### src/rtl/rice_residual_assembler_pkg.sv
// Shared types and helpers for the Rice residual assembler.
// Holds the sequencer state encoding and the zigzag unfold.
package rice_pkg;

   typedef enum logic [1:0] {
      ST_IDLE,
      ST_WAIT_PARAM,
      ST_DECODE,
      ST_DRAIN
   } state_e;

   localparam int DATA_W_DEFAULT = 16;

   // Unfold is computed at a fixed wide width; callers truncate to their
   // own width, which yields the same low bits as a native-width unfold.
   localparam int UNFOLD_W = 32;

   // Reserved Rice parameter; escape partitions are resolved upstream.
   localparam logic [3:0] RICE_ESCAPE = 4'hF;

   function automatic logic [UNFOLD_W-1:0] unfold(input logic [UNFOLD_W-1:0] u);
      return (u >> 1) ^ {UNFOLD_W{u[0]}};
   endfunction

endpackage

### src/rtl/rice_residual_assembler_fifo.sv
// Synchronous first-word-fall-through queue for decoded residuals.
// A push into a full queue is accepted only when a pop happens on the same edge.
module residual_fifo #(
   parameter int DATA_W     = 16,
   parameter int FIFO_DEPTH = 4
) (
   input  logic              clk,
   input  logic              rst,
   input  logic              push,
   input  logic [DATA_W-1:0] din,
   input  logic              pop,
   output logic [DATA_W-1:0] head,
   output logic              full,
   output logic              empty
);

   localparam int AW = $clog2(FIFO_DEPTH);

   logic [DATA_W-1:0] mem_q [FIFO_DEPTH];
   logic [DATA_W-1:0] mem_d [FIFO_DEPTH];
   logic [AW-1:0]     wr_q, wr_d, rd_q, rd_d;
   logic [AW:0]       cnt_q, cnt_d;
   logic              do_push, do_pop;

   always_comb begin
      empty   = (cnt_q == '0);
      full    = (cnt_q == (AW+1)'(FIFO_DEPTH));
      do_pop  = pop && !empty;
      do_push = push && (!full || do_pop);
      mem_d   = mem_q;
      wr_d    = wr_q;
      rd_d    = rd_q;
      cnt_d   = cnt_q;
      if (do_push) begin
         mem_d[wr_q] = din;
         wr_d        = wr_q + AW'(1);
      end
      if (do_pop) begin
         rd_d = rd_q + AW'(1);
      end
      case ({do_push, do_pop})
         2'b10:   cnt_d = cnt_q + (AW+1)'(1);
         2'b01:   cnt_d = cnt_q - (AW+1)'(1);
         default: cnt_d = cnt_q;
      endcase
      head = empty ? '0 : mem_q[rd_q];
   end

   always_ff @(posedge clk) begin
      mem_q <= mem_d;
      if (rst) begin
         wr_q  <= '0;
         rd_q  <= '0;
         cnt_q <= '0;
      end else begin
         wr_q  <= wr_d;
         rd_q  <= rd_d;
         cnt_q <= cnt_d;
      end
   end

endmodule

### src/rtl/rice_residual_assembler.sv
// Rebuilds Rice-coded residuals from (quotient, remainder) pairs, tracks
// partition boundaries, requests Rice parameters and flags block completion.
module rice_residual_assembler
   import rice_pkg::*;
#(
   parameter int DATA_W     = DATA_W_DEFAULT,
   parameter int FIFO_DEPTH = 4
) (
   input  logic              iClock,
   input  logic              iReset,
   input  logic              iStart,
   input  logic [15:0]       iBlockSize,
   input  logic [3:0]        iPartOrder,
   input  logic [5:0]        iPredOrder,
   input  logic [3:0]        iRiceParam,
   input  logic              iParamValid,
   input  logic [DATA_W-1:0] iMSB,
   input  logic [DATA_W-1:0] iLSB,
   input  logic              iDone,
   output logic              oNeedParam,
   output logic [DATA_W-1:0] oResidual,
   output logic              oValid,
   input  logic              iReady,
   output logic              oPartDone,
   output logic              oBlockDone,
   output logic              oOverflow
);

   state_e            state_q, state_d;
   logic [15:0]       bs_q, bs_d, rem_q, rem_d;
   logic [3:0]        p_q, p_d, k_q, k_d;
   logic [16:0]       part_q, part_d, num_parts;
   logic              need_q, need_d;
   logic              part_done_q, part_done_d;
   logic              block_done_q, block_done_d;
   logic              ovf_q, ovf_d;
   logic              push, pop, full, empty, param_accept, boundary;
   logic [DATA_W-1:0] u, residual, head;

   residual_fifo #(
      .DATA_W     (DATA_W),
      .FIFO_DEPTH (FIFO_DEPTH)
   ) u_fifo (
      .clk   (iClock),
      .rst   (iReset),
      .push  (push),
      .din   (residual),
      .pop   (pop),
      .head  (head),
      .full  (full),
      .empty (empty)
   );

   always_comb begin
      u            = (iMSB << k_q) | iLSB;
      residual     = DATA_W'(unfold(UNFOLD_W'(u)));
      num_parts    = 17'd1 << p_q;
      pop          = !empty && iReady;
      param_accept = (state_q == ST_WAIT_PARAM) && need_q && iParamValid;
      state_d      = state_q;
      bs_d         = bs_q;
      p_d          = p_q;
      k_d          = k_q;
      rem_d        = rem_q;
      part_d       = part_q;
      ovf_d        = ovf_q;
      part_done_d  = 1'b0;
      block_done_d = 1'b0;
      push         = 1'b0;
      boundary     = 1'b0;

      case (state_q)
         ST_IDLE: begin
            if (iStart) begin
               bs_d    = iBlockSize;
               p_d     = iPartOrder;
               part_d  = '0;
               rem_d   = (iBlockSize >> iPartOrder) - 16'(iPredOrder);
               ovf_d   = 1'b0;
               state_d = ST_WAIT_PARAM;
            end
         end
         ST_WAIT_PARAM: begin
            if (param_accept) begin
               k_d = iRiceParam;
               if (rem_q == '0) begin
                  boundary = 1'b1;
               end else begin
                  state_d = ST_DECODE;
               end
            end
         end
         ST_DECODE: begin
            if (iDone) begin
               push = 1'b1;
               if (full && !pop) begin
                  ovf_d = 1'b1;
               end
               rem_d = rem_q - 16'd1;
               if (rem_d == '0) begin
                  boundary = 1'b1;
               end
            end
         end
         ST_DRAIN: begin
            if (empty) begin
               block_done_d = 1'b1;
               state_d      = ST_IDLE;
            end
         end
         default: state_d = ST_IDLE;
      endcase

      if (boundary) begin
         part_done_d = 1'b1;
         part_d      = part_q + 17'd1;
         if (part_d == num_parts) begin
            state_d = ST_DRAIN;
         end else begin
            rem_d   = bs_q >> p_q;
            state_d = ST_WAIT_PARAM;
         end
      end

      // Request drops for one cycle after an accept so a held iParamValid
      // is not taken again for the following (empty-partition) request.
      need_d = (state_d == ST_WAIT_PARAM) && !param_accept;
   end

   always_ff @(posedge iClock) begin
      if (iReset) begin
         state_q      <= ST_IDLE;
         bs_q         <= '0;
         p_q          <= '0;
         k_q          <= '0;
         rem_q        <= '0;
         part_q       <= '0;
         need_q       <= 1'b0;
         part_done_q  <= 1'b0;
         block_done_q <= 1'b0;
         ovf_q        <= 1'b0;
      end else begin
         state_q      <= state_d;
         bs_q         <= bs_d;
         p_q          <= p_d;
         k_q          <= k_d;
         rem_q        <= rem_d;
         part_q       <= part_d;
         need_q       <= need_d;
         part_done_q  <= part_done_d;
         block_done_q <= block_done_d;
         ovf_q        <= ovf_d;
      end
   end

   assign oNeedParam = need_q;
   assign oResidual  = head;
   assign oValid     = !empty;
   assign oPartDone  = part_done_q;
   assign oBlockDone = block_done_q;
   assign oOverflow  = ovf_q;

endmodule

### config.mk
export PLATFORM = sky130hd
export DESIGN_NAME = rice_residual_assembler
export DESIGN_NICKNAME = d
export VERILOG_FILES = /design/src/rtl/rice_residual_assembler_pkg.sv /design/src/rtl/rice_residual_assembler_fifo.sv /design/src/rtl/rice_residual_assembler.sv
export SDC_FILE = /design/constraint.sdc
export NUM_CORES = 1
export LEC_CHECK = 0
export ABC_CLOCK_PERIOD_IN_PS = 14460
export BUFFER_PORTS_ARGS = -buffer_cell sky130_fd_sc_hd__buf_2
export CELL_PAD_IN_SITES_DETAIL_PLACEMENT = 1
export CELL_PAD_IN_SITES_GLOBAL_PLACEMENT = 2
export CORE_UTILIZATION = 40
export CTS_BUF_LIST = sky130_fd_sc_hd__clkbuf_8 sky130_fd_sc_hd__clkbuf_16
export DETAILED_ROUTE_END_ITERATION = 8
export PLACE_DENSITY_LB_ADDON = 0.1
export REMOVE_ABC_BUFFERS = 1
export SKIP_LAST_GASP = 1
export SLEW_MARGIN = 15
export SYNTH_ARGS = -nofsm -noshare
export SYNTH_HDL_FRONTEND = slang
export SYNTH_SLANG_ARGS = --single-unit
### constraint.sdc
create_clock -name iClock -period 14.46 [get_ports iClock]
set_clock_uncertainty 0.2 [all_clocks]
set_input_delay 2.169 -clock iClock [delete_from_list [all_inputs] [get_ports iClock]]
set_output_delay 2.169 -clock iClock [all_outputs]
set_load 0.1 [all_outputs]
==> run summary, run 1 <==
The shortest clock period the worst path allows after layout came out at 6.13 ns. The first detailed-routing pass took 4 iterations. The core region is 22,600 sq um. The destination of the worst hold path is bs_q[0]. After synthesis the cells add up to 9240 sq um. The power share of the combinational group is between 15 and 20%.

The maximum buffer depth of the clock tree came out at 2. The share of total power dissipated in the clock network is a little over two fifths. The aggregate negative setup slack is 0 ns. For this run, the top clock speed supported by timing is 0.163 GHz. The final HPWL from detailed placement is 19.8 mm. The proportion of netlist area held by the largest area contributor is 20.8%. The number of antenna repair diodes is 0.

The maximum net fanout on the critical path is 29. The clock tree synthesis step divided the H-tree into 4 levels. Measured along the y axis, the die boundary spans 154 um.

STA puts the critical path data required time at between 10 and 15 ns. The count of flip-flops with a built-in enable after synthesis came out at 64. TritonCTS built the clock tree. The worst setup path is captured at a flip-flop.

The first-pass GRT wire length came out at ~44 mm. The sequential share of power is 39.1%. The path class of the tightest hold or removal check is reg2reg. By count the netlist is led by sky130_fd_sc_hd__nor2_1 (104), sky130_fd_sc_hd__nand2_1 (100), sky130_fd_sc_hd__a21oi_1 (98). The length in cells of the worst reg-to-reg path is 9. The clock-pin slew reported for the worst setup and hold paths after clock tree synthesis came out at 0.08 ns. The post-route fraction of the period consumed by the critical path is between 40% and 50%. The relative max-transition margin is 25.0%.

The latest clock arrival within the worst-skew pair is 0.44 ns. The hold slack is between 0.2 and 0.3 ns. The initial core utilization came out at 40.8%. For flop-to-flop paths, the worst setup slack is between 10 and 15 ns.

Across the run, the number of max-cap violations was 0. The total of warnings raised by yosys is 0. Summed over all layers, the routed wires come to 27.2 mm. The initial detailed-routing violation count came out at 398. The filler cells instantiated in the layout total 2,632. The horizontal extent of the die came out at ~150 um.

The flow ran to the end, and the final reports show no timing, DRC or antenna violations. The post-layout net count came out at about 1.2k. The wire length per cell is 19.8 um. The residual antenna-violating net count after detailed routing is 0. The primary flip-flop cell chosen by synthesis mapping is sky130_fd_sc_hd__dfxtp_1. The switching fraction of total power is 32.0%. In this run the power density over the cells is 105 nW/um^2. The count of input and output buffers is 88.

In the post-synthesis netlist, the biggest area contributors are sky130_fd_sc_hd__edfxtp_1 (21%), sky130_fd_sc_hd__dfxtp_1 (15%), sky130_fd_sc_hd__mux4_2 (7.1%). The die area is around 24,000 sq um. The synthesized design spends more area on one cell type than any other, namely sky130_fd_sc_hd__edfxtp_1. The total congestion overflow came out at 0. The root buffer cell chosen for the clock tree is sky130_fd_sc_hd__clkbuf_16. The hold buffer count at CTS came out at 0. The layout cell share with drive strength beyond 1 came out at ~17%.

The number of instances in the synthesized netlist is 1,033. The count of standard-cell rows is 55. The endpoint identified for the worst register-to-register timing path is rem_q[5]. Summed over all nets, the switching power comes to 349 uW. The number of setup buffers added after CTS is 0.

Internal power comes to 741 uW. In this run the count of I/O pins placed on the die edge is 89. In this run the static leakage power is 0.00375 uW. The number of antenna violations at the first check in global routing was 0. The worst setup path is launched from an input pin.

Setup violations remaining at the end of the flow were counted as 0. The largest voltage drop on the vdd net is 0.0726 mV. After synthesis, the share of flip-flops with an asynchronous set or reset is 0%. The final number of max-transition violations came out at 0. The total CTS buffers is 17. The startpoint identified for the worst hold timing path is bs_q[0]. The number of synthesized register bits came out at between 100 and 150. The number of stages on the worst hold path is 2. The setup path with the least slack is of type in2reg. The transition time at the pin with the least slew margin is 1.12 ns. The via count of the first global-routing pass is roughly 8.1k. The average cell area after synthesis came out at between 8 and 9 sq um. The final weighted congestion in routability-driven placement is 0.860.

In this run the critical register-to-register path is launched from part_q[0]. The count of endpoints failing hold in the final timing report came out at 0. Data arrives at the worst endpoint at 6.21 ns. The total number of clock tree sinks is about 130. The overall track demand over capacity in global routing came out at a little under a quarter. The routed via count divided by cell count came out at 5.78. Among all cell types in the netlist, the one instantiated most often is sky130_fd_sc_hd__nor2_1. Setup repair after global routing left no endpoint under its margin. Entering global routing, the biggest net connects 69 pins. The area growth from synthesis to final layout is 12.9%. After detailed routing, the number of remaining DRC violations is 0. The count of instances resized after the clock tree is built came out at 0.

The routed via count came out at 7,945. Sequential elements use 36.0% of the synthesized area. The count of distinct cell types in the synthesized netlist came out at 75.
==> sequential cells by signal, indices dropped and copies added, names as in the netlist, 2 cells and up <==
register      cells
bs_q             16
k_q               4
p_q               4
part_q           17
rem_q            16
state_q           2
u_fifo.cnt_q      3
u_fifo.mem_q     64
u_fifo.rd_q       2
u_fifo.wr_q       2
==> final cells by class <==
type                    instances  area (sq um)  area share (%)
clock buffers                  17           425            4.08
clock inverters                15           180            1.73
inverters                      29           109            1.04
multi-input cells             795          5510            52.8
flip-flops and latches        134          3320            31.9
well taps                     285           357            3.42
repair buffers                 99           523            5.02
==> placed cells by master (no fill, tap or decap), types with 18 or more instances in the layout <==
cell and n:
sky130_fd_sc_hd__a211oi_1 34, sky130_fd_sc_hd__a21oi_1 98, sky130_fd_sc_hd__and2_1 28, sky130_fd_sc_hd__buf_2 88, sky130_fd_sc_hd__dfxtp_1 70, sky130_fd_sc_hd__edfxtp_1 64
sky130_fd_sc_hd__ha_1 19, sky130_fd_sc_hd__inv_1 27, sky130_fd_sc_hd__mux2i_1 44, sky130_fd_sc_hd__mux4_2 29, sky130_fd_sc_hd__nand2_1 100, sky130_fd_sc_hd__nand3_1 21
sky130_fd_sc_hd__nor2_1 104, sky130_fd_sc_hd__o21ai_0 41, sky130_fd_sc_hd__o21ai_1 18, sky130_fd_sc_hd__xnor2_1 33
==> per-stage QoR <==
step	worst slack, ns	cell area (sq um)	instances	utilization (%)	total power (uW)
6_report	8.33	10400	1374	46.0	1090
5_1_grt	7.96	10400	1374	46.0	1140
4_1_cts	8.33	10400	1374	46.0	1100
3_5_place_dp	7.90	9820	1342	43.4	646
3_3_place_gp	7.94	9820	1342	43.4	643
2_1_floorplan	8.88	8930	958	-	572
==> routing by layer <==
metal / GRT usage (%) / part of all wire [%] / vias up
met4: 8.71 / 2.5 / 0
met2: 41.5 / 50 / 141
met1: 29.7 / 46 / 3867
met3: 3.18 / 2.5 / 44
met5: 0 / 0 / -
li1: - / - / 3893
==> logic make-up (layout without fill, tap and decap cells) <==
kind of cell    after synthesis  count (layout)  share of synthesized area, %
simple gates                371             371                          20.3
compound gates              267             267                          17.9
flops                       134             134                          36.0
buf+inv                     104             160                          4.46
mux                          89              89                          13.8
xor+xnor                     47              47                          4.46
fa+ha+maj                    21              21                          3.01
==> worst max-delay path, stage by stage <==
cell                        delay [ns]
sky130_fd_sc_hd__buf_2            0.48
sky130_fd_sc_hd__mux4_2           0.56
sky130_fd_sc_hd__nor2b_1          0.14
sky130_fd_sc_hd__a211oi_1         0.23
sky130_fd_sc_hd__a21oi_1          0.10
sky130_fd_sc_hd__inv_1            0.12
sky130_fd_sc_hd__ha_1             0.15
sky130_fd_sc_hd__inv_1            0.05
sky130_fd_sc_hd__fa_1             0.40
sky130_fd_sc_hd__a21o_1           0.19
sky130_fd_sc_hd__a21oi_1          0.22
sky130_fd_sc_hd__o21bai_1         0.15
sky130_fd_sc_hd__a2111oi_2        0.53
sky130_fd_sc_hd__a2111oi_0        0.19
sky130_fd_sc_hd__a311o_1          0.34
sky130_fd_sc_hd__mux2i_1          0.13
sky130_fd_sc_hd__nor2_1           0.05
==> worst max-delay path by stage <==
stage | startpoint | end
final | iPartOrder[0] | rem_q[10]
after global routing | iPartOrder[0] | rem_q[10]
after CTS | iPartOrder[0] | rem_q[10]
after detailed placement | iPartOrder[0] | rem_q[10]
after global placement | iPartOrder[0] | rem_q[10]
after floorplan | iPartOrder[0] | rem_q[12]
==> power groups by stage <==
| stage | logic [uW] | clock network, uW | registers (uW) |
|---|---|---|---|
| after floorplan | 136 | 0 | 436 |
| after global placement | 209 | 0 | 434 |
| after detailed placement | 211 | 0 | 434 |
| after CTS | 213 | 462 | 426 |
| after global routing | 234 | 476 | 428 |
| final | 211 | 453 | 426 |
(Power assumes the default switching activity.)
==> inputs of run 2 (changes only) <==
- ABC_AREA: not set -> 1
- ABC_CLOCK_PERIOD_IN_PS: 14460 -> 5900
- CORE_UTILIZATION: 40 -> 34
- clock period: 14.46 -> 5.9 ns (I/O delays scaled with it)
==> run 2 against run 1 <==
  * Clock-buffer cell count unchanged
  * Global-route usage decreased by 0.86 points
  * First-iteration DRC count increased by 52%
  * Final area increased by 2.7%
  * Critical path depth decreased by 12
  * Cell count increased by 35%
  * Non-clock buffer count decreased by 2
  * Sequential share of layout area decreased by 0.85 points
  * Worst hold slack improved by 0.0041 ns
  * Largest power group is now combinational cells
==> run summary, run 2 <==
Headroom to the max-slew limit came out at 32.0%. At the end of routability-driven placement, the weighted congestion stood at slightly below 0.9. The die area came out at 28,600 sq um. The required time at the endpoint of the critical path came out at 4.82 ns. The switching fraction of total power came out at 42.9%.

The arrival time of data at the critical path endpoint is 3.25 ns. The routed via count divided by cell count is 5.10. The count of instances resized after the clock tree is built came out at 0. The overall track demand over capacity in global routing came out at between 20% and 30%. The post-layout net count is around 1.6k. The critical path is of the reg2out type. The detailed router placed between 9k and 10k vias in this run.

Setup repair after global routing left no endpoint under its margin. The maximum buffer depth of the clock tree is 2. The latest clock arrival within the worst-skew pair is 0.43 ns.

The shortest clock period the worst path allows after layout is 4.34 ns. The design area is approximately 11,000 sq um. STA classifies the critical path endpoint as an output pin.

The average cell area after synthesis came out at 6.69 sq um. The first global-routing pass estimated about 50 mm of wire. The largest registers in the layout are u_fifo.mem_q (64), part_q (17). Compared with the post-synthesis result, the final layout area differs by 12.6%. Setup total negative slack on the finished layout was measured at 0 ns. Sorting the synthesized cells by area gives the leading types as sky130_fd_sc_hd__edfxtp_1 (20%), sky130_fd_sc_hd__dfxtp_1 (15%), sky130_fd_sc_hd__nand2_1 (13%). The slowest stage of the critical path belongs to the cell sky130_fd_sc_hd__dfxtp_1.

The total routed wirelength came out at 31.5 mm. The most common cell in the synthesized netlist is sky130_fd_sc_hd__nand2_1. For this run, design rule violations remaining after detail routing come to 0. The initial detailed-routing violation count came out at 606. The number of synthesized register bits came out at 134. The total area inside the core boundary comes to 27,200 sq um.

The final number of max-transition violations came out at 0. The total CTS buffers is 17. After detailed routing, the average wire length per cell comes to 17.0 um.

Hold timing on the final database bottoms out at a slack of around 0.27 ns. The power density over cell area is between 300 and 400 nW/um^2. For the pin with the worst max-slew slack, the measured transition is 1.02 ns. The power share of the combinational group came out at 35.7%. Leaving out fill and tap cells, the most frequent cell in the layout is sky130_fd_sc_hd__nand2_1.

The count of endpoints failing hold in the final timing report was 0. The critical path goes through clkinv_1 > nor2_1 > o21ai_0 > a21oi_1 > buf_2. The horizontal extent of the die is between 150 and 200 um. Global routing finished with a remaining overflow of 0. The timing-limited maximum frequency came out at 0.231 GHz. The final HPWL from detailed placement is about 23 mm.

The total area of sequential cells came out at 3320 sq um. The count of pins on the block boundary came out at 89. The peak per-stage delay on the critical path came out at 0.85 ns.

The run finished with clean final reports. The worst hold path class is reg2reg. The synthesized cell area is 9510 sq um. The clock root buffer is sky130_fd_sc_hd__clkbuf_16. The standard cell area after detailed placement is ~10,000 sq um.

The top cell types in the final layout, fill and taps aside, are sky130_fd_sc_hd__nand2_1 (323), sky130_fd_sc_hd__nor2_1 (198), sky130_fd_sc_hd__o21ai_0 (141). The setup violation total in the final timing report came out at 0. The register ranked first by flip-flop count is u_fifo.mem_q. The max capacitance violation total came out at 0. For this configuration, the core starts out at a cell density of 35.0%.

STA classifies the critical path startpoint as a flip-flop. The count of standard-cell rows is 60. In the final layout, the share of cells above drive strength 1 is between 10% and 20%. The sequential share of power is 33.2%. The via count of the first global-routing pass is 9,493. The number of antenna violations at the first check in global routing is 0. The internal portion of total power is 1860 uW. The fraction of the yosys area taken by sequential cells came out at 34.9%. The number of setup buffers added after CTS came out at 0.

The synthesized design spends more area on one cell type than any other, namely sky130_fd_sc_hd__edfxtp_1. The synthesized netlist contains 49 unique library cells. The pin count of the biggest net entering global routing came out at 51.

The count of input and output buffers came out at 88. Buffers inserted to repair hold after CTS numbered 0. The worst-case IR drop observed on VDD is around 0.19 mV.

The proportion of netlist area held by the largest area contributor came out at 20.2%. Along the worst path, the maximum fanout reaches 18. For this design the total switching power over the nets is 1400 uW.

The height of the die is 169 um. The part of the total power dissipated in the clock network is a little under a third. The multi-input combinational cells in the finished layout cover a total of 5330 sq um. The share of flip-flops with an asynchronous set or reset is 0%. For this design the static power due to leakage is around 0.0046 uW.

The count of flip-flops with a built-in enable after synthesis is 64. The flip-flop count of the largest register after layout came out at 64. The number of fillers in the final layout came out at between 3k and 4k. The number of antenna repair diodes came out at 0. The number of instances in the synthesized netlist is 1,422. Clock-pin slew was measured on the worst setup and hold paths at ~0.070 ns. The first TritonRoute pass finished after 5 iterations.

The Yosys step of the flow raised 0 warnings. The clock drives around 130 sinks. In the synthesized netlist, the cells that appear most often are sky130_fd_sc_hd__nand2_1 (323), sky130_fd_sc_hd__nor2_1 (198), sky130_fd_sc_hd__o21ai_0 (141). The H-tree depth came out at 4.

TritonCTS built the clock tree. The residual antenna-violating net count after detailed routing is 0. Of the available clock period, the critical path in the final layout requires 73.5%. The primary flip-flop cell chosen by synthesis mapping is sky130_fd_sc_hd__dfxtp_1.
[run 2: cell types whose count changed after synthesis, sizes merged, moves of 13 or more]
cell / previous run / this run
mux2: 16 / 0
mux4: 29 / 0
and2: 28 / 0
o21ai: 59 / 154
a211oi: 34 / 0
xnor2: 33 / 12
mux2i: 44 / 10
inv: 28 / 139
nand2: 100 / 334
or3: 13 / 0
nor2: 104 / 214
nand3: 21 / 135
nor2b: 17 / 0
[run 2: worst max-delay path: cells and delay by family (launching register included)]
family	cells	cell delay, ns
compound gates	2	0.37
buf+inv	2	1.29
flops	1	0.85
simple gates	1	0.28
[run 2: path summary, 6_finish.rpt]
kind	startpoint	slack (ns)	cells past startpoint	end
worst max-delay path	u_fifo.rd_q[1]	1.56	5	oResidual[11]
worst min-delay path	bs_q[7]	0.27	2	bs_q[7]
worst max register to register	p_q[2]	1.97	13	rem_q[15]
worst min register to register	bs_q[7]	0.27	2	bs_q[7]
[run 2: cells by family after synthesis]
| group | after synthesis | share of synthesized area (%) |
|---|---|---|
| simple gates | 718 | 32.2 |
| compound gates | 298 | 17.3 |
| buf+inv | 213 | 8.96 |
| flops | 134 | 34.9 |
| xor+xnor | 28 | 2.58 |
| fa+ha+maj | 21 | 2.92 |
| mux | 10 | 1.05 |
[run 2: layer usage]
metal	vias to the layer above	share of wire [%]	track usage, %
li1	4808	-	-
met1	4507	51	32.6
met2	105	45	36.6
met3	23	2.5	2.57
met4	0	1.2	5.56
met5	-	0	0
[run 2: final cells by class]
class	count	area share, %
Tap cell	372	4.35
Clock inverter	14	1.05
Multi-Input combinational cell	1075	49.8
Clock buffer	17	3.97
Timing Repair Buffer	97	4.74
Sequential cell	134	31.0
Inverter	144	5.05
[run 2: per-stage QoR]
step	power [uW]	worst slack [ns]	cells	utilization, %
global route	3460	1.40	1853	39.4
floorplan	1950	1.55	1353	-
detailed placement	2270	1.64	1822	37.4
global placement	2260	1.78	1822	37.4
finish	3260	1.56	1853	39.4
CTS	3290	1.55	1853	39.4
[run 2: power groups by stage]
stage               Combinational (uW)  Sequential [uW]  Clock (uW)
detailed placement                1170             1100           0
global route                      1300             1090        1070
CTS                               1170             1080        1040
finish                            1160             1080        1020
floorplan                          840             1110           0
global placement                  1160             1100           0
